`src/rtl/mips_pkg.sv`:
```
// Shared definitions for the multi-cycle MIPS core.
// Contents: opcode/funct constants, 4-bit ALU operation codes, FSM state
// encoding, instruction class encoding and the instruction decode helper.
package mips_pkg;

  localparam logic [5:0] OP_RTYPE = 6'h00;
  localparam logic [5:0] OP_J     = 6'h02;
  localparam logic [5:0] OP_JAL   = 6'h03;
  localparam logic [5:0] OP_BEQ   = 6'h04;
  localparam logic [5:0] OP_BNE   = 6'h05;
  localparam logic [5:0] OP_ADDI  = 6'h08;
  localparam logic [5:0] OP_ADDIU = 6'h09;
  localparam logic [5:0] OP_SLTI  = 6'h0A;
  localparam logic [5:0] OP_SLTIU = 6'h0B;
  localparam logic [5:0] OP_ANDI  = 6'h0C;
  localparam logic [5:0] OP_ORI   = 6'h0D;
  localparam logic [5:0] OP_XORI  = 6'h0E;
  localparam logic [5:0] OP_LUI   = 6'h0F;
  localparam logic [5:0] OP_LW    = 6'h23;
  localparam logic [5:0] OP_SW    = 6'h2B;

  localparam logic [5:0] FN_ADD  = 6'h20;
  localparam logic [5:0] FN_ADDU = 6'h21;
  localparam logic [5:0] FN_SUB  = 6'h22;
  localparam logic [5:0] FN_SUBU = 6'h23;
  localparam logic [5:0] FN_AND  = 6'h24;
  localparam logic [5:0] FN_OR   = 6'h25;
  localparam logic [5:0] FN_XOR  = 6'h26;
  localparam logic [5:0] FN_NOR  = 6'h27;
  localparam logic [5:0] FN_SLT  = 6'h2A;
  localparam logic [5:0] FN_SLTU = 6'h2B;

  typedef enum logic [3:0] {
    ALU_ADD = 4'd0, ALU_SUB, ALU_SLT, ALU_SLTU, ALU_AND,
    ALU_OR, ALU_NOR, ALU_XOR, ALU_LUI
  } alu_op_t;

  typedef enum logic [2:0] {
    FETCH = 3'd0, DECODE, EXEC, MEM, WB, HALT
  } state_t;

  typedef enum logic [3:0] {
    C_RALU = 4'd0, C_IALU, C_LW, C_SW, C_BEQ, C_BNE, C_J, C_JAL, C_ILL
  } iclass_t;

  typedef struct packed {
    iclass_t cls;
    alu_op_t op;
    logic    zext;   // immediate is zero-extended (logical immediates, lui)
  } dec_t;

  // Pure function of the instruction word; lw/sw keep the default ADD.
  function automatic dec_t decode_ir(input logic [31:0] ir);
    dec_t d;
    d.cls  = C_ILL;
    d.op   = ALU_ADD;
    d.zext = 1'b0;
    case (ir[31:26])
      OP_RTYPE: begin
        d.cls = C_RALU;
        case (ir[5:0])
          FN_ADD, FN_ADDU: d.op = ALU_ADD;
          FN_SUB, FN_SUBU: d.op = ALU_SUB;
          FN_AND:  d.op = ALU_AND;
          FN_OR:   d.op = ALU_OR;
          FN_XOR:  d.op = ALU_XOR;
          FN_NOR:  d.op = ALU_NOR;
          FN_SLT:  d.op = ALU_SLT;
          FN_SLTU: d.op = ALU_SLTU;
          default: d.cls = C_ILL;
        endcase
      end
      OP_J:              d.cls = C_J;
      OP_JAL:            d.cls = C_JAL;
      OP_BEQ:            begin d.cls = C_BEQ; d.op = ALU_SUB; end
      OP_BNE:            begin d.cls = C_BNE; d.op = ALU_SUB; end
      OP_ADDI, OP_ADDIU: d.cls = C_IALU;
      OP_SLTI:           begin d.cls = C_IALU; d.op = ALU_SLT; end
      OP_SLTIU:          begin d.cls = C_IALU; d.op = ALU_SLTU; end
      OP_ANDI:           begin d.cls = C_IALU; d.op = ALU_AND; d.zext = 1'b1; end
      OP_ORI:            begin d.cls = C_IALU; d.op = ALU_OR;  d.zext = 1'b1; end
      OP_XORI:           begin d.cls = C_IALU; d.op = ALU_XOR; d.zext = 1'b1; end
      OP_LUI:            begin d.cls = C_IALU; d.op = ALU_LUI; d.zext = 1'b1; end
      OP_LW:             d.cls = C_LW;
      OP_SW:             d.cls = C_SW;
      default:           d.cls = C_ILL;
    endcase
    return d;
  endfunction

endpackage

```
`src/rtl/mips_alu.sv`:
```
// Combinational 32-bit ALU for the multi-cycle MIPS core.
// Ports: op (alu_op_t), a, b (operands) -> y (result), zero (y == 0).
module mips_alu
  import mips_pkg::*;
(
  input  alu_op_t     op,
  input  logic [31:0] a,
  input  logic [31:0] b,
  output logic [31:0] y,
  output logic        zero
);

  always_comb begin
    y = '0;
    case (op)
      ALU_ADD:  y = a + b;
      ALU_SUB:  y = a - b;
      ALU_SLT:  y = {31'd0, $signed(a) < $signed(b)};
      ALU_SLTU: y = {31'd0, a < b};
      ALU_AND:  y = a & b;
      ALU_OR:   y = a | b;
      ALU_NOR:  y = ~(a | b);
      ALU_XOR:  y = a ^ b;
      ALU_LUI:  y = {b[15:0], 16'd0};
      default:  y = '0;
    endcase
    zero = (y == 32'd0);
  end

endmodule

```
`src/rtl/multi_cycle_mips.sv`:
```
// Unified-memory multi-cycle MIPS core (FETCH/DECODE/EXEC/MEM/WB/HALT).
// Ports: clk, reset (async, active high); memory master mem_req, mem_we,
// mem_addr, mem_wdata, mem_ready, mem_rdata; status halted, retire; state
// exposes the FSM state for observation.
// Memory handshake: mem_req is the valid; a transfer completes on the rising
// edge where mem_req and mem_ready are both 1. While mem_req=1 and
// mem_ready=0, mem_addr/mem_we/mem_wdata are held because they derive only
// from registers that do not change until completion.
module multi_cycle_mips
  import mips_pkg::*;
#(
  parameter logic [31:0] RESET_PC        = 32'h0000_0000,
  parameter int          MEM_AW          = 32,
  parameter bit          TRAP_ON_ILLEGAL = 1'b1
) (
  input  logic              clk,
  input  logic              reset,
  output logic              mem_req,
  output logic              mem_we,
  output logic [MEM_AW-1:0] mem_addr,
  output logic [31:0]       mem_wdata,
  input  logic              mem_ready,
  input  logic [31:0]       mem_rdata,
  output logic              halted,
  output logic              retire,
  output state_t            state
);

  logic [31:0] pc, ir, a_q, b_q, alu_out, mdr;
  logic [31:0] rf [32];
  dec_t        dec;
  logic [31:0] sign_imm, zero_imm, alu_b, alu_y;
  logic        alu_zero;
  logic [31:0] pc_branch, pc_jump, rs_val, rt_val;
  logic [29:0] word_addr;
  logic        rf_we;
  logic [4:0]  rf_waddr;
  logic [31:0] rf_wdata;

  assign dec      = decode_ir(ir);
  assign sign_imm = {{16{ir[15]}}, ir[15:0]};
  assign zero_imm = {16'd0, ir[15:0]};
  assign alu_b    = (dec.cls == C_RALU || dec.cls == C_BEQ || dec.cls == C_BNE) ? b_q :
                    (dec.zext ? zero_imm : sign_imm);
  // pc already points at the next instruction when these are used.
  assign pc_branch = pc + {sign_imm[29:0], 2'b00};
  assign pc_jump   = {pc[31:28], ir[25:0], 2'b00};

  assign rs_val = (ir[25:21] == 5'd0) ? 32'd0 : rf[ir[25:21]];
  assign rt_val = (ir[20:16] == 5'd0) ? 32'd0 : rf[ir[20:16]];

  mips_alu u_alu (
    .op   (dec.op),
    .a    (a_q),
    .b    (alu_b),
    .y    (alu_y),
    .zero (alu_zero)
  );

  // Low address bits are dropped so every access is word aligned.
  assign word_addr = (state == MEM) ? alu_out[31:2] : pc[31:2];
  assign mem_addr  = {word_addr[MEM_AW-3:0], 2'b00};
  // Gated by reset so a request is dropped the instant reset asserts and
  // reappears in the first cycle after it releases.
  assign mem_req   = !reset && (state == FETCH || state == MEM);
  assign mem_we    = (state == MEM) && (dec.cls == C_SW);
  assign mem_wdata = b_q;

  // Single register-file write port shared by jal (EXEC) and WB.
  always_comb begin
    rf_we    = 1'b0;
    rf_waddr = ir[20:16];
    rf_wdata = alu_out;
    if (state == EXEC && dec.cls == C_JAL) begin
      rf_we    = 1'b1;
      rf_waddr = 5'd31;
      rf_wdata = pc;
    end else if (state == WB) begin
      rf_we = 1'b1;
      if (dec.cls == C_RALU) rf_waddr = ir[15:11];
      if (dec.cls == C_LW)   rf_wdata = mdr;
    end
  end

  always_ff @(posedge clk) begin
    if (rf_we && rf_waddr != 5'd0) rf[rf_waddr] <= rf_wdata;
  end

  always_ff @(posedge clk or posedge reset) begin
    if (reset) begin
      state   <= FETCH;
      pc      <= RESET_PC;
      ir      <= '0;
      a_q     <= '0;
      b_q     <= '0;
      alu_out <= '0;
      mdr     <= '0;
      halted  <= 1'b0;
      retire  <= 1'b0;
    end else begin
      retire <= 1'b0;
      case (state)
        FETCH: begin
          if (mem_ready) begin
            ir    <= mem_rdata;
            pc    <= pc + 32'd4;
            state <= DECODE;
          end
        end
        DECODE: begin
          a_q <= rs_val;
          b_q <= rt_val;
          if (dec.cls == C_ILL) begin
            if (TRAP_ON_ILLEGAL) begin
              state  <= HALT;
              halted <= 1'b1;
            end else begin
              retire <= 1'b1;
              state  <= FETCH;
            end
          end else begin
            state <= EXEC;
          end
        end
        EXEC: begin
          alu_out <= alu_y;
          case (dec.cls)
            C_LW, C_SW: state <= MEM;
            C_BEQ: begin
              if (alu_zero) pc <= pc_branch;
              retire <= 1'b1;
              state  <= FETCH;
            end
            C_BNE: begin
              if (!alu_zero) pc <= pc_branch;
              retire <= 1'b1;
              state  <= FETCH;
            end
            C_J, C_JAL: begin
              pc     <= pc_jump;
              retire <= 1'b1;
              state  <= FETCH;
            end
            default: state <= WB;
          endcase
        end
        MEM: begin
          if (mem_ready) begin
            if (dec.cls == C_SW) begin
              retire <= 1'b1;
              state  <= FETCH;
            end else begin
              mdr   <= mem_rdata;
              state <= WB;
            end
          end
        end
        WB: begin
          retire <= 1'b1;
          state  <= FETCH;
        end
        HALT:    halted <= 1'b1;
        default: state  <= HALT;
      endcase
    end
  end

endmodule

```
`config.mk`:
```
export PLATFORM = sky130hd
export DESIGN_NAME = multi_cycle_mips
export DESIGN_NICKNAME = d
export VERILOG_FILES = /design/src/rtl/mips_pkg.sv /design/src/rtl/mips_alu.sv /design/src/rtl/multi_cycle_mips.sv
export SDC_FILE = /design/constraint.sdc
export NUM_CORES = 2
export LEC_CHECK = 0
export ABC_CLOCK_PERIOD_IN_PS = 10900
export CORE_ASPECT_RATIO = 0.7
export CORE_UTILIZATION = 29
export DETAILED_ROUTE_END_ITERATION = 6
export HOLD_SLACK_MARGIN = 0.08
export PLACE_DENSITY = 0.48
export SLEW_MARGIN = 20
export SYNTH_ARGS = -nofsm -noshare
export SYNTH_HDL_FRONTEND = slang
export SYNTH_SLANG_ARGS = --single-unit
```
`constraint.sdc`:
```
create_clock -name clk -period 10.9 [get_ports clk]
set_input_delay 1.09 -clock clk [delete_from_list [all_inputs] [get_ports clk]]
set_output_delay 1.09 -clock clk [all_outputs]
set_load 0.1 [all_outputs]
```
-- After elaboration in Yosys (flattened, before gate mapping)
Memory sizes are Yosys's and may differ from the RTL's.
Index checks and enable logic that the tools add are counted.
- bits of input ports: 35
- memories kept: 1
- RAM bits: 1024
- logic and storage cells: 145
- bits in registers: 197
- memory list (memory ; depth ; bits a word ; read ports ; clocked after Yosys merged registers in ; wr ports ; RTL line ; text):
    rf ; 32 ; 32 ; 2 ; 0 ; 1 ; multi_cycle_mips.sv:30 ; logic [31:0] rf [32];
- add/sub/neg operators: 4
- mux-type cells: 38
- bitwise operators: 6
- magnitude comparators: 2
- reduce and logical (&&, ||, !) cells: 32
- eq/ne operators: 52
- operators with widths (cell ; number):
    2-to-1 mux 32 bit ; 10
    one-hot mux 32 bit (9 select lines) ; 1
    one-hot mux 32 bit (3 select lines) ; 1
    == test 6 bit, second input constant ; 12
    adder 32 bit ; 2
    < comparator 32 bit ; 2
    one-hot mux 32 bit (2 select lines) ; 1
    one-hot mux 4 bit (8 select lines) ; 2
    == test 6 x 4 -> 1 bit, second input constant ; 8
    adder 32 x 3 -> 32 bit, second input constant ; 1
    bitwise AND 32 bit ; 1
    == test 4 x 3 -> 1 bit, second input constant ; 8
    logical NOT 32 bit ; 1
    inverter 32 bit ; 1
    bitwise OR 32 bit ; 1
    subtractor 32 bit ; 1
    bitwise XOR 32 bit ; 1
    2-to-1 mux 30 bit ; 1
    one-hot mux 3 bit (7 select lines) ; 1
    one-hot mux 3 bit (6 select lines) ; 1
    == test 4 x 2 -> 1 bit, second input constant ; 4
    2-to-1 mux 5 bit ; 3
    == test 6 x 2 -> 1 bit, second input constant ; 2
    == test 6 x 3 -> 1 bit, second input constant ; 2
    32 further kinds ; 66

-- Depth between registers and ports, before layout
- word-level depth: 15
- gate-level depth with buffers: 29
- depth with buffers taken out: 23

-- By module
From an unflattened synthesis, not the netlist that was laid out.
- cells, all modules: 4322
- area, all modules: 64815.9 um2
- modules (own cells, without submodules) (module ; area each (um2) ; sequential area each (um2) ; times used ; cells an instance):
    multi_cycle_mips ; 58397.3 ; 35629.2 ; 1 ; 3345
    mips_alu ; 6418.7 ; 0.0 ; 1 ; 977

-- Least setup slack after synthesis
OpenSTA, ideal clock, no wires.
- kind: register -> register
- from: register ir[26]
- to: register pc[3]
- stages on the path, launching flop included: 28
- path slack: 4.053 ns
- setup time: 0.127 ns
- arrival time: 6.720 ns
- period minus slack after synthesis: 6.847 ns
- cell sequence: dfrtp_1 -> buf_1 -> or2_2 -> a21oi_1 -> o221a_2 -> a21boi_1 -> clkbuf_1 -> clkbuf_1 -> mux2_2 -> inv_1 -> ha_1 -> clkbuf_1 -> or2_2 -> nor2_1 -> a211oi_1 -> o31ai_1 -> a21oi_1 -> o2111a_1 -> or3_1 -> or4_1 -> nor4_1 -> nand4_1 -> mux2i_1 -> or3_1 -> buf_4 -> buf_6 -> a211oi_1 -> a21oi_1
- longest elaborated chain between the ends: 13
- elaborated cells on any way between the ends: 56
- those cells by class: 2 x add/sub; 2 x order compare; 29 x eq/ne; 8 x mux; 4 x bitwise; 11 x reduce/logical
- ends and longest elaborated chain (item ; RTL line ; text):
    start: declaration ; multi_cycle_mips.sv:29 ; logic [31:0] pc, ir, a_q, b_q, alu_out, mdr;
    start signal: assignment ; multi_cycle_mips.sv:105 ; ir <= mem_rdata;
    parallel branches: the longest is 13 deep, another holds subtractor 32 bit ; - ;
    end signal: assignment ; multi_cycle_mips.sv:106 ; pc <= pc + 32'd4;
    end signal: assignment ; multi_cycle_mips.sv:130 ; if (alu_zero) pc <= pc_branch;
    end signal: assignment ; multi_cycle_mips.sv:135 ; if (!alu_zero) pc <= pc_branch;
    end: declaration ; multi_cycle_mips.sv:29 ;
Several ways; the timed one is not identified.
A chain may end at the register's enable or synchronous reset.

-- Worst setup path in the final report
- from: register ir[27]
- to: register pc[31]
- longest elaborated chain between the ends: 13
- elaborated cells on any way between the ends: 57
- those cells by class: 2 x add/sub; 2 x order compare; 30 x eq/ne; 8 x mux; 4 x bitwise; 11 x reduce/logical
- ends and longest elaborated chain (item):
    parallel branches: the longest is 13 deep, another holds subtractor 32 bit
Several ways; the timed one is not identified.

==> flow_summary.yaml <==
clock_tree:
  ctsRootBufferMaster: "clkbuf_16"
  cts_setup_buffers: 0
  cts_buffers: 115
  clkTransAtPathRegs_ns: 0.07
  cts-hold-fix-buffers: 0
  cts_num_sinks: 1219
  post_cts_resized: 0
  clk_latency_ns: 0.78
  h-tree-depth: 3
  cts_tree: "yes"
  clockBufferDepth: 3
final_layout:
  finalNonFillerCells: 7376
  final_area_um2: 73300
  syn_to_final_growth_pct: 14.2
  finalNetCount: 4519
  drive_gt1_share_pct: 26.5
detailed_routing:
  first_pass_iters: 7
  routed_via_density: 5.82
  drc: 5
  drt_wl_total_um: 245000
  vias: 42900
  antenna_left: 0
  wl_per_cell_um: 33.2
  drtIter0Drc: 5892
floorplanning:
  ioPinCount: 106
  start_util_pct: 29.2
  dieArea_um2: 223000
  die_w_um: 564
  die_h_um: 395
  row_count: 144
  core_area_um2: 220000
synth:
  synth_area_leaders: "edfxtp_1 48%, mux4_2 20%, dfrtp_1 7.6%, mux2_2 3.1%, ha_1 2.5%"
  synth_ff_type: "edfxtp_1"
  synth_top_area_share_pct: 47.9
  post-synth-top-count-cell: "edfxtp_1"
  yosysTopAreaCell: "edfxtp_1"
  ys_seq_area_share_pct: 55.5
  syn_inst: 4272
  synth_common_cells: "1024 x edfxtp_1, 576 x mux4_2, 331 x nand2_1"
  async_reset_ff_share_pct: 16.0
  synth-edff-count: 1024
  synth_area_um2: 64100
  synth.distinct_cells: 85
  ys_ff_latch: 1219
  synth.avg_cell_area_um2: 15.0
  ys_warn_count: 0
placed_design:
  dp.cells: 7157
  place_ws_ns: 3.03
  globalplace.congestion: 0.981
  place_area_um2: 69400
  dp_hpwl_um: 157000
  port_buffers: 103
sta:
  drv_slew: 0
  finalCritPeriodShare_pct: 74.1
  setup_viol: 0
  finalClockSkew_ns: 0.0567
  fin_ws_ns: 2.82
  fin_tns_setup_ns: 0
  slew_headroom_pct: 16.7
  worstMarginPinSlew_ns: 1.25
  hold_violations: 0
  fmax_mhz: 124
  min_period_ns: 8.08
  rsz0062_at_grt: "no"
worst_setup_path:
  startpoint_type: "register"
  crit_type: "reg -> reg"
  worstSetupEndpointType: "register"
  worst-path-buf-inv: 2
  slowest_delay_ns: 0.72
  crit_slowest_cell: "nor4_2"
  arrival_ns: 8.72
  crit_chain: "nand2b_1 > a21oi_1 > o221a_2 > a21boi_4 > buf_4 > mux2_2 > ha_1 > inv_1 > fa_1 > nor2b_1 > o21ai_1 > a31oi_1 > a211oi_1 > o31ai_1 > a21oi_1 > o2111a_1 > or3_1 > or4_1 > nor4_1 > nand4_1 > mux2i_1 > nor4_2 > mux2i_1 > o21ai_0"
  cp_top_family: "compound AO/OA/AOI/OAI gates"
  crit_fanout: 33
  required_ns: 11.54
job:
  maxCapViolCount: 0
global_route:
  grt_antenna_before_repair: 18
  grt_pass1_vias: 41400
  track_usage_pct: 21.6
  gr-total-overflow: 0
  grt_pass1_wl_um: 339000
  grt_max_degree: 114
power:
  ir_drop_uv: 163
  powerDensity_nw_per_um2: 335
  leakage_nw: 24.6
min_path:
  min_path_type: "reg -> reg"
run_status:
  status: "finished with violations"
  violations: "design-rule violations"
==> power by group <==
| part | internal, W | switching (W) |
|---|---|---|
| combinational | 0.00507 | 0.00839 |
| sequential | 0.00595 | 0.000921 |
| clock | 0.00230 | 0.00192 |
==> layout make-up <==
type                    instances  area (µm²)
fillers                     21200      147000
flip-flops and latches       1219       35700
multi-input cells            2655       27500
well taps                    2920        3650
clock buffers                 133        2990
repair buffers                241        2150
clock inverters                82         852
inverters                     123         469
diodes                          3        7.51
==> cells by family after synthesis <==
| kind of cell | after synthesis | share of synthesized area, % |
|---|---|---|
| AOI/OAI and AO/OA | 808 | 8.31 |
| xor gates and xnor gates | 38 | 0.519 |
| adders and majority gates | 129 | 2.55 |
| buffers and inverters | 431 | 2.61 |
| DFF | 1219 | 55.5 |
| muxes | 828 | 24.5 |
| other | 1 | 0.00585 |
| and+or+nand+nor | 818 | 5.95 |
==> worst paths after layout <==
| path | startpoint | endpoint | slack (ns) | depth (start not counted) |
|---|---|---|---|---|
| max | ir[27] | pc[31] | 2.82 | 24 |
| min | halted | halted | 0.46 | 1 |
| max reg2reg | ir[27] | pc[31] | 2.82 | 24 |
| min reg2reg | halted | halted | 0.46 | 1 |
| max in group asynchronous | reset | ir[19] | 8.46 | 3 |
| min in group asynchronous | reset | pc[3] | 0.88 | 2 |
==> state kept, by name, summed over array words and instances, names as in the netlist <==
| name | cells |
|---|---|
| a_q | 32 |
| alu_out | 32 |
| halted | 1 |
| ir | 32 |
| mdr | 32 |
| mem_wdata | 32 |
| pc | 30 |
| retire | 1 |
| rf | 1024 |
| state | 3 |
==> stage by stage <==
stage	utilization [%]	power [W]	hold slack (ns)
2_1_floorplan	-	0.0154	0.446
3_3_place_gp	31.5	0.0202	0.447
3_5_place_dp	31.5	0.0202	0.447
4_1_cts	33.3	0.0244	0.464
5_1_grt	33.3	0.0255	0.491
6_report	33.3	0.0246	0.462
==> metal layers <==
layer  global-route usage, %  up-vias  share of wire (%)
met5                       0        -              0.011
met4                    4.79        4                2.3
met3                    4.12      313                8.2
met2                    30.7     2034                 42
met1                    33.7    23200                 47
li1                        -    17400                  -
==> layout by cell type (no fill, tap or decap), types with 26 or more instances in the layout <==
cell and n:
mux2i_1 73, o22ai_1 82, clkdlybuf4s50_1 102, o21a_1 31
a21oi_1 174, a211oi_1 29, o21ai_0 147, conb_1 34
dfrtp_1 185, ha_1 126, a21o_1 26, inv_1 122
nor2_4 31, xnor2_1 27, nand2_1 330, nor2_1 149
o31ai_1 37, edfxtp_1 1024, nor2b_1 72, clkinv_1 27
nor3_1 45, o32ai_1 29, mux4_2 576, nand3_1 48
clkbuf_16 116, buf_4 131, o211ai_1 26, mux2_2 179
(Power assumes the default switching activity.)
